==> src/rtl/imem_line_fill_responder.sv <==
// Memory-side line-fill responder: reads one cache line a word at a time from a
// synchronous SRAM, assembles it, and returns it with a one-cycle ready pulse.
module imem_line_fill_responder #(
    parameter int NUM_BLOCKS    = 4,
    parameter int BLOCK_SIZE    = 4,
    parameter int EXTRA_LATENCY = 0
) (
    input  logic                     clk,
    input  logic                     resetn,
    input  logic                     mem_req_valid,
    input  logic [31:0]              mem_req_addr,
    output logic                     mem_req_ready,
    output logic [32*NUM_BLOCKS-1:0] mem_req_rdata,
    output logic                     sram_en,
    output logic [31:0]              sram_addr,
    input  logic [31:0]              sram_rdata,
    output logic [31:0]              fill_count,
    output logic [2:0]               state_dbg
);

    localparam int OFF_BITS = $clog2(NUM_BLOCKS * BLOCK_SIZE);
    localparam int IDX_W    = $clog2(NUM_BLOCKS);
    localparam int CNT_W    = IDX_W + 1;
    localparam int LINE_W   = 32 * NUM_BLOCKS;
    localparam logic [7:0] DLY_LAST = (EXTRA_LATENCY > 0) ? 8'(EXTRA_LATENCY - 1) : 8'd0;

    // state_dbg encoding: 0 IDLE, 1 READ, 2 DELAY, 3 RESP, 4 DRAIN
    typedef enum logic [2:0] {
        S_IDLE  = 3'd0,
        S_READ  = 3'd1,
        S_DELAY = 3'd2,
        S_RESP  = 3'd3,
        S_DRAIN = 3'd4
    } state_t;

    state_t            state;
    logic [31:0]       base;
    logic [CNT_W-1:0]  issue_cnt;
    logic [IDX_W-1:0]  cap_cnt;
    logic              rd_pend;
    logic              abort_flag;
    logic [7:0]        dly_cnt;
    logic [LINE_W-1:0] line_buf;
    logic [LINE_W-1:0] line_next;
    logic [31:0]       issue_off;
    logic              abort_next;
    logic              unused_addr_bits;

    assign state_dbg        = state;
    assign unused_addr_bits = ^mem_req_addr[OFF_BITS-1:0];

    // Valid sampled low on the final READ/DELAY cycle must still suppress the pulse.
    always_comb begin
        abort_next = abort_flag | ~mem_req_valid;
        issue_off  = {{(32-CNT_W-2){1'b0}}, issue_cnt, 2'b00};
        line_next  = line_buf;
        line_next[{cap_cnt, 5'b00000} +: 32] = sram_rdata;
    end

    always_ff @(posedge clk) begin
        if (!resetn) begin
            state         <= S_IDLE;
            base          <= 32'd0;
            issue_cnt     <= '0;
            cap_cnt       <= '0;
            rd_pend       <= 1'b0;
            abort_flag    <= 1'b0;
            dly_cnt       <= 8'd0;
            line_buf      <= '0;
            mem_req_ready <= 1'b0;
            mem_req_rdata <= '0;
            sram_en       <= 1'b0;
            sram_addr     <= 32'd0;
            fill_count    <= 32'd0;
        end else begin
            mem_req_ready <= 1'b0;
            case (state)
                S_IDLE: begin
                    if (mem_req_valid) begin
                        base       <= {mem_req_addr[31:OFF_BITS], {OFF_BITS{1'b0}}};
                        sram_addr  <= {mem_req_addr[31:OFF_BITS], {OFF_BITS{1'b0}}};
                        sram_en    <= 1'b1;
                        issue_cnt  <= CNT_W'(1);
                        cap_cnt    <= '0;
                        rd_pend    <= 1'b0;
                        abort_flag <= 1'b0;
                        dly_cnt    <= 8'd0;
                        state      <= S_READ;
                    end
                end
                S_READ: begin
                    abort_flag <= abort_next;
                    rd_pend    <= sram_en;
                    if (issue_cnt != CNT_W'(NUM_BLOCKS)) begin
                        sram_en   <= 1'b1;
                        sram_addr <= base + issue_off;
                        issue_cnt <= issue_cnt + CNT_W'(1);
                    end else begin
                        sram_en <= 1'b0;
                    end
                    // Data for the read issued last cycle is on sram_rdata now.
                    if (rd_pend) begin
                        line_buf <= line_next;
                        cap_cnt  <= cap_cnt + IDX_W'(1);
                        if (cap_cnt == IDX_W'(NUM_BLOCKS - 1)) begin
                            mem_req_rdata <= line_next;
                            if (EXTRA_LATENCY > 0) begin
                                state <= S_DELAY;
                            end else begin
                                state         <= S_RESP;
                                mem_req_ready <= ~abort_next;
                                if (!abort_next) fill_count <= fill_count + 32'd1;
                            end
                        end
                    end
                end
                S_DELAY: begin
                    abort_flag <= abort_next;
                    if (dly_cnt == DLY_LAST) begin
                        state         <= S_RESP;
                        mem_req_ready <= ~abort_next;
                        if (!abort_next) fill_count <= fill_count + 32'd1;
                    end else begin
                        dly_cnt <= dly_cnt + 8'd1;
                    end
                end
                S_RESP: begin
                    state <= S_DRAIN;
                end
                S_DRAIN: begin
                    if (!mem_req_valid) state <= S_IDLE;
                end
                default: begin
                    state <= S_IDLE;
                end
            endcase
        end
    end

endmodule

==> config.mk <==
export PLATFORM = sky130hd
export DESIGN_NAME = imem_line_fill_responder
export DESIGN_NICKNAME = d
export VERILOG_FILES = /design/src/rtl/imem_line_fill_responder.sv
export SDC_FILE = /design/constraint.sdc
export NUM_CORES = 1
export LEC_CHECK = 0
export CAP_MARGIN = 10
export CORE_ASPECT_RATIO = 0.6
export CORE_MARGIN = 4
export CORE_UTILIZATION = 30
export DETAILED_ROUTE_END_ITERATION = 7
export HOLD_SLACK_MARGIN = 0.05
export PLACE_DENSITY = 0.53
export SLEW_MARGIN = 20
export SYNTH_ARGS = -nofsm -noshare
export SYNTH_HDL_FRONTEND = slang
export SYNTH_SLANG_ARGS = --single-unit
==> constraint.sdc <==
create_clock -name clk -period 2.5 [get_ports clk]
set_input_delay 0.625 -clock clk [delete_from_list [all_inputs] [get_ports clk]]
set_output_delay 0.625 -clock clk [all_outputs]
set_load 0.03 [all_outputs]
* After elaboration in Yosys (flattened, before gate mapping)
Index checks and enable logic that the tools add are counted.
Word-level totals: bits in registers 368, input bits 67, output and inout port bits 197, logic and storage cells 87
Cells by class: add/sub/neg operators 6, equal/unequal tests 13, shift-type cells 2, multiplexer cells 33, bitwise operators 3, reductions and logical operators 17
Operators by type and width (count):
- 32-bit 2-to-1 mux | 6
- 128-bit bitwise mux | 1
- 32-bit one-hot mux with 2 select lines | 2
- 32-bit by 9-bit variable shift with 128-bit output, first input constant | 1
- 32-bit by 9-bit indexed part select with 128-bit output | 1
- 32-bit by 1-bit adder with 32-bit output, second input constant | 1
- 32-bit by 5-bit adder with 32-bit output | 1
- 3-bit 2-to-1 mux | 6
- 8-bit 2-to-1 mux | 2
- 8-bit one-hot mux with 2 select lines | 1
- 3-bit one-hot mux with 5 select lines | 1
- 2-bit inequality test, second input constant | 7
- 3-bit AND reduction | 4
- 7-bit negation with 9-bit output | 1
- 8-bit by 1-bit adder with 8-bit output, second input constant | 1
- 8-bit zero test | 1
- 1-bit one-hot mux with 2 select lines | 4
- 2-bit AND reduction | 4
- 2-bit nonzero test | 4
- 3-bit by 2-bit equality test with 1-bit output, second input constant | 2
- 1-bit 2-to-1 mux | 6
- 3-bit one-hot mux with 2 select lines | 1
- 5-bit AND reduction | 1
- 2-bit 2-to-1 mux | 2
- 12 further kinds | 13

* Depth between registers and ports, before layout
word-level depth 6, mapped depth 9, depth with buffers taken out 7

* Least setup slack after synthesis
OpenSTA, ideal clock, no wires.
kind in2reg, start point in mem_req_valid, end point reg sram_addr[4], setup time 0.091 ns, arrival 1.943 ns, required time 2.409 ns, path slack 0.466 ns, stages 6, path buffers 2, cells stage by stage or4b_2 -> clkbuf_1 -> a21boi_2 -> buf_4 -> nor2_1 -> a311oi_1
On the way: longest elaborated chain between the ends 2
RTL lines:
- start, declared | line 10 | input logic mem_req_valid,
- 2-bit inequality test (no source line)
- 3-bit AND reduction (no source line)
- end signal, assigned | line 81 | sram_addr <= {mem_req_addr[31:OFF_BITS], {OFF_BITS{1'b0}}};
- end signal, assigned | line 96 | sram_addr <= base + issue_off;
- end, declared | line 15 | output logic [31:0] sram_addr,
No other way between the ends. A chain may end at the register's enable or synchronous reset.

* Final worst setup path
start point reg fill_count[27], end point out fill_count[27]
RTL lines:
- start, declared | line 17 | output logic [31:0] fill_count,
- start signal, assigned | line 112 | if (!abort_next) fill_count <= fill_count + 32'd1;
- start signal, assigned | line 122 | if (!abort_next) fill_count <= fill_count + 32'd1;
No word-level cell between the ends.

==> out/results.ini <==
[status]
status = finished clean

[routing]
drt_iter0_drc = 976
first_pass_iters = 6
ant_nets = 0
vias = 12400
drc_errors = 0
routed_wl_mm = 46.5
drt-wirelength-per-cell_um = 19.2
via_per_inst = 5.13

[worst_setup_path]
crit_path_max_fanout = 7
critical_path_depth = 1
regToRegEndpoint = mem_req_rdata[49]
start_kind = flop
cp-end-kind = output port
crit_end = fill_count[27]
r2r_setup_slack_ps = 230
path_cells = clkdlybuf4s50_1
cp_slowest_stage_delay_ps = 740
timing.rr.start = cap_cnt[0]
crit_required_ps = 1880
worst-setup-path-type = reg2out
slowest_stage = clkdlybuf4s50_1
worstRegToRegCells = 7
critPathLaunch = fill_count[27]
arrival_ps = 1740
path_delay_family = buffers and inverters
critPathBufInv = 1

[worst_hold_path]
min_path_cells = 2
worstHoldPathType = reg2reg

[sta]
slew_violations = 0
fin_hold_ws_ps = 451
skew_ps = 21.2
finalSetupViolCount = 0
slew_headroom_pct = 52.9
period_minus_slack_ps = 2370
grt_setup_unrepaired = no
worstMarginPinSlew_ps = 706
fmax_ghz = 0.422
final.period_utilization_pct = 94.8
worst_slack_ps = 131
hold_violations = 0

[power]
power_density_nw_per_um2 = 659
leakagePower_nw = 6.06
peakVddDrop_mv = 0.364

[die]
rows = 60
die-area_um2 = 49000
coreArea_um2 = 44800
start_util_pct = 30.4
ios = 264
die_x_um = 283
die_y_um = 173

[cts]
cts_tree = yes
holdBufCountCts = 0
insertion_delay_ps = 530
clock_sinks = 334
post_cts.repair.setup_buffers = 0
cts_buffer_depth = 3
clk_transition_reported_paths_ps = 60
cts.repair.resized = 4
ctsRootBufferMaster = clkbuf_16
htreeDepth = 2
numCtsBuffers = 37

[global_routing]
antenna_found_initial = 1
grt_pass1_vias = 11800
globalRouteOverflowTotal = 0
grt_pass1_wl_mm = 72.0
grt_use_met3_pct = 4.06
busiest_layer = met1
grtUsageMet2_pct = 26.0
grtUsageTotal_pct = 18.4
grt_max_degree = 155
met1_usage_pct = 27.8

[yosys]
yosysWarnings = 0
synth-edff-count = 0
synthDistinctLibCells = 64
synth_top_flop_cell = dfxtp_1
syn_avg_cell_area_um2 = 8.58
synthArstFlopShare_pct = 0
synth-seq-cells = 334
synth_cells = 1586
syn_area_um2 = 13600
yosysSeqAreaShare_pct = 49.1

[placed_design]
place.gp.congestion = 0.816
port_buffers = 257
post-dp-hpwl_mm = 32.0
dp_worst_setup_slack_ps = -156
dpl_cell_area_um2 = 17000

[final_layout]
area_growth_pct = 34.5
multi_input_area_um2 = 6350
fin_util_pct = 40.9
drive_gt1_share_pct = 7.68
diodes = 0
fill_cells = 4385
register_area_um2 = 6690
fin_area_um2 = 18300
nets = 1889

[flow_run]
cap_violations = 0

-- per-layer routing --
metal,wire length (µm),up-vias
met5,0,-
met4,1200,0
met3,2510,56
met2,19100,296
met1,23700,5953
li1,-,6129
-- cell type report --
type                            count  area share [%]
Sequential cell                   334            36.5
Multi-Input combinational cell   1097            34.7
Timing Repair Buffer              319            17.4
Clock buffer                       55            6.20
Tap cell                          589            4.02
Clock inverter                      9           0.676
Inverter                           21           0.471
-- registers in the layout, indices dropped and copies added (netlist names) --
register / cells
issue_cnt: 3
rd_pend: 1
sram_addr: 30
mem_req_rdata: 128
sram_en: 1
cap_cnt: 2
mem_req_ready: 1
line_buf: 96
abort_flag: 1
fill_count: 32
state_dbg: 3
dly_cnt: 8
base: 28
-- worst min path at each step --
stage,from,endpoint
2_1_floorplan,base[4],base[4]
3_3_place_gp,mem_req_rdata[111],mem_req_rdata[111]
3_5_place_dp,mem_req_rdata[122],mem_req_rdata[122]
4_1_cts,mem_req_rdata[122],mem_req_rdata[122]
5_1_grt,mem_req_rdata[122],mem_req_rdata[122]
6_report,mem_req_rdata[118],mem_req_rdata[118]
-- stage by stage --
step	power, mW	setup TNS, ps	std cells
after detailed placement	6.50	-3470	2360
final	12.1	0	2424
after floorplan	6.05	0	1587
after CTS	12.2	0	2424
after global placement	6.48	-2370	2360
after global routing	12.5	0	2424
-- cells in the mapped netlist, types with 23 or more instances --
master    number  area (µm²)
dfxtp_1      334        6690
nor2_1       237         890
nand2_1      161         604
a211oi_1     153        1150
a21oi_1      128         641
clkbuf_1     119         447
a22oi_1       67         503
nand3_1       40         200
nor3_1        35         175
nor2b_1       34         213
xor2_1        25         219
a221oi_1      23         201
-- power by group --
part | internal [mW] | total [mW] | switching, mW
logic | 0.338 | 0.882 | 0.545
clock network | 3.45 | 5.69 | 2.24
registers | 5.42 | 5.50 | 0.0764
-- cell families after synthesis --
| kind of cell | synth area share [%] |
|---|---|
| AO/OA/AOI/OAI | 22.4 |
| flip-flops | 49.1 |
| buffers and inverters | 4.48 |
| AND/OR/NAND/NOR | 20.1 |
| multiplexers | 0.368 |
| XOR/XNOR | 2.44 |
| adder cells (fa/ha/maj) | 1.10 |
| other | 0.0275 |
-- layout by cell type (no fill, tap or decap), drive strengths merged, types with 4 or more instances in the layout --
cell	n
dfxtp	334
nand2b	4
a22oi	67
nor2b	34
ha	12
buf	62
mux2i	5
clkbuf	55
or4	14
a21oi	128
o31ai	15
or3	8
xnor2	13
clkdlybuf4s50	254
nand3	41
nor3	36
and3	8
nand2	161
nor2	239
xor2	25
clkinv	5
o22ai	10
inv	22
o21ai	17
a211oi	153
and2	6
nand4	19
a221oi	23
a21boi	13
-- worst register-to-register path: stages (launching register included) --
cell and delay (ps):
dfxtp_1 480, ha_1 280, nand4b_1 220, nor2_4 200, buf_12 270, buf_12 360, nor2_1 130, a211oi_1 230
Note: power is estimated with default switching activity, not from simulation.
